### src/rtl/ldpc_pkg.sv
// Shared LDPC decoder definitions: default code geometry, the parity-check matrix
// used by the column-sum, check-node and syndrome stages, and the syndrome FSM states.
package ldpc_pkg;

    localparam int LDPC_N     = 8;
    localparam int LDPC_M     = 4;
    localparam int LDPC_SUM_W = 8;

    // Row r occupies bits [r*N +: N]; bit c of a row is column c.
    localparam logic [LDPC_N*LDPC_M-1:0] LDPC_H_MATRIX = 32'h8E4D2B17;

    typedef enum logic [1:0] {
        IDLE,
        LOAD,
        CHECK,
        REPORT
    } syn_state_e;

endpackage

### src/rtl/ldpc_row_parity.sv
// Evaluates one parity check: a row fails when the hard-decision word hits an
// odd number of the columns that row connects.
module ldpc_row_parity
    import ldpc_pkg::*;
#(
    parameter int N = LDPC_N
) (
    input  logic [N-1:0] codeword_i,
    input  logic [N-1:0] h_row_i,
    output logic         row_fail_o
);

    assign row_fail_o = ^(codeword_i & h_row_i);

endmodule

### config.mk
export PLATFORM = sky130hd
export DESIGN_NAME = ldpc_row_parity
export DESIGN_NICKNAME = d
export VERILOG_FILES = /design/src/rtl/ldpc_pkg.sv /design/src/rtl/ldpc_row_parity.sv
export SDC_FILE = /design/constraint.sdc
export NUM_CORES = 1
export LEC_CHECK = 0
export BUFFER_PORTS_ARGS = -buffer_cell sky130_fd_sc_hd__buf_2
export CAP_MARGIN = 20
export CORE_AREA = 3 3 40 42
export DETAILED_ROUTE_END_ITERATION = 10
export DIE_AREA = 0 0 43 45
export GPL_TIMING_DRIVEN = 0
export PLACE_DENSITY = 0.34
export SYNTH_ARGS = -nofsm -noshare
export SYNTH_HDL_FRONTEND = slang
export SYNTH_SLANG_ARGS = --single-unit
export TNS_END_PERCENT = 100
### constraint.sdc
create_clock -name vclk -period 1
set_input_delay 0.2 -clock vclk [all_inputs]
set_output_delay 0.2 -clock vclk [all_outputs]
set_load 0.05 [all_outputs]
Yosys cells after proc, flatten, opt, wreduce, memory -nomap -nowiden. Cells that the tools add are included.

Add/sub/neg operators: 0. $mul: 0. Divide/modulo/power cells: 0. $lt $le $gt $ge: 0. Equality and inequality tests: 0. Shift operators: 0. Mux-type cells: 0. Bitwise logic cells: 1. Reductions and logical operators: 1.

Operators by type and width (count): AND 8 bit (1); parity 8 bit (1).

Register bits: 0. Latch bits: 0. Memory bits (writable): 0. ROM bits: 0. Output and inout port bits: 1. Logic and storage cells: 2. Memories: 0.

Logic depth before layout (Yosys ltp).
Word-level depth: 2. Gate-level depth with buffers: 4.

Worst setup path after synthesis. OpenSTA, ideal clock, no wires.

Path kind: input -> output. From: input port codeword_i[3]. To: output port row_fail_o. Data arrival time: 1368 ps. Required time: 800 ps. Path slack: -568 ps. Cell stages on the path: 4. Path buffers: 0. Cells stage by stage: nand2_1 > xor2_1 > xnor2_1 > xnor2_1.

Longest elaborated chain between the ends: 2.

RTL lines: start: declaration (line ldpc_row_parity.sv:8) `input logic [N-1:0] codeword_i,`; AND 8 bit (line ldpc_row_parity.sv:13) `assign row_fail_o = ^(codeword_i & h_row_i);`; parity 8 bit (line ldpc_row_parity.sv:13); end: declaration (line ldpc_row_parity.sv:10) `output logic row_fail_o`.

Every way passes these cells.

Final worst setup path.
From: input port codeword_i[2]. To: output port row_fail_o.

The elaborated chain is that of the path after synthesis.

==> flow_summary.toml <==
[timing]
rsz0062_at_grt = "true"
setup_slack_ns = -0.180
period_share_pct = 118
setup_viol = 1
fmax_mhz = 848
tightest_slew_ns = 0.175
slew_headroom_pct = 88.3
report.final.slew_viol_count = 0
period_minus_slack_ns = 1.18
hold_viol = 0
whs_ns = 0.990

[grt]
grtUsageTotal_pct = 3.91
grt_pass1_vias = 134
grt_pass1_wl_um = 607
grt_overflow = 0
antenna_found_initial = 0
grt_max_degree = 2

[yosys]
synth_adder_area_share_pct = 0
muxShareOfSynthArea_pct = 0
syn_nets = 31
yosys.area_share.xor_xnor_pct = 67.1
synth_cell_types = 3
syn_inst = 15
yosys_warnings = 0
synth.yosys.seq_area_share_pct = 0
yosys.area_share.simple_pct = 32.9
synth_top_family_by_area = "XOR/XNOR gates"
syn_avg_cell_area_um2 = 6.09
synth_compound_area_share_pct = 0
synth_area_um2 = 91.3

[power]
clock_power_share_pct = 0
irDropWorstVdd_mv = 0.319
p_sw_uw = 132
power_leakage_nw = 0.193
power_uw = 291
p_int_uw = 159
p_sw_share_pct = 45.3
pwr-share-comb_pct = 100.0
seqPwrFrac_pct = 0
p_per_area_nw_per_um2 = 741

[run_status]
violations = "negative setup slack"
status = "finished with violations"

[setup_path]
cp_max_fo = 1
crit_path_start_kind = "input pin"
worst_setup_path_end_kind = "output pin"
path_class = "input pin to output pin"
worstPathRequired_ns = 0.80
critPathArrivalTime_ns = 0.98

[drt]
wl_per_cell_um = 8.40
vias = 160
routed_wl_um = 395
drtPass1Iterations = 1
antenna_left = 0
drcViolationCount = 0
vias_per_cell = 3.40
dr.first_iter.drc_count = 0

[layout]
final_cell_area_um2 = 393
final_nets = 50
seq_cell_count = 0
final_layout_size_suffix_gt1_share_pct = 100
syn_to_final_growth_pct = 330
clkbuf_count = 0
register_area_um2 = 0
antennaDiodeCount = 0

[floorplanning]
core_um2 = 1280
fp.dieH_um = 45
start_util_pct = 7.11
fp-row-count = 13
num_io_pins = 17
die_area_um2 = 1940
die_x_um = 43

[cts]
cts_hold_buf = 0

[placed_design]
place_congestion = 0.584
numPortBuffers = 17
place_area_um2 = 220

[flow_run]
drv_cap = 0

[min_path]
hold_path_class = "input pin to output pin"
==> layer usage <==
metal | vias to the layer above | GRT usage [%] | share of wire [%]
met3 | 0 | 2.39 | 24
met5 | - | 0 | 0
li1 | 78 | - | -
met1 | 65 | 5.54 | 37
met2 | 17 | 5.39 | 39
met4 | 0 | 0 | 0
==> logic make-up after synthesis <==
group                     count (synthesis)
and+or+nand+nor                           8
xor gates and xnor gates                  7
==> power by group through the flow <==
| stage | sequential, mW | combinational [mW] | clock [mW] |
|---|---|---|---|
| floorplan | 0 | 0.134 | 0 |
| global placement | 0 | 0.190 | 0 |
| global route | 0 | 0.304 | 0 |
| detailed placement | 0 | 0.190 | 0 |
| CTS | 0 | 0.275 | 0 |
| finish | 0 | 0.291 | 0 |
==> per-stage QoR <==
stage | utilization (%) | setup WS (ns) | std cells | setup TNS (ns)
after floorplan | - | -0.275 | 15 | -0.275
final | 30.6 | -0.180 | 47 | -0.180
after global routing | 30.6 | -0.233 | 47 | -0.233
after global placement | 17.1 | -0.361 | 47 | -0.361
after detailed placement | 17.1 | -0.362 | 47 | -0.362
after CTS | 27.5 | -0.197 | 47 | -0.197
==> repair_timing <==
action | in CTS | in global routing
pin swaps | 11 | 5
setup buffers | 0 | 0
gates resized for setup | 24 | 6
hold endpoints to repair | 0 | 0
endpoints found under the setup margin | 1 | 1
==> layout by cell type (no fill, tap or decap) <==
master	n
xnor2_2	5
xnor2_4	1
nand2_4	4
xor2_2	1
buf_2	2
nand2_2	4
buf_6	15
==> layout make-up <==
cell class	count	area [µm²]
timing repair buffer	17	179
fill	136	892
tap	15	18.8
multi-input combinational	15	195
==> cell usage after synthesis <==
| cell | instances | share of area (%) |
|---|---|---|
| nand2_1 | 8 | 33 |
| xnor2_1 | 6 | 58 |
| xor2_1 | 1 | 9.6 |
==> path summary, 6_finish.rpt <==
| path | start | to | cells past startpoint |
|---|---|---|---|
| max | codeword_i[2] | row_fail_o | 6 |
| min | h_row_i[2] | row_fail_o | 6 |
==> worst max-delay path, cell delays in order <==
cell	delay, ns
buf_6	0.10
nand2_4	0.06
xor2_2	0.17
xnor2_2	0.14
xnor2_2	0.14
buf_6	0.17
(Power assumes the default switching activity.)
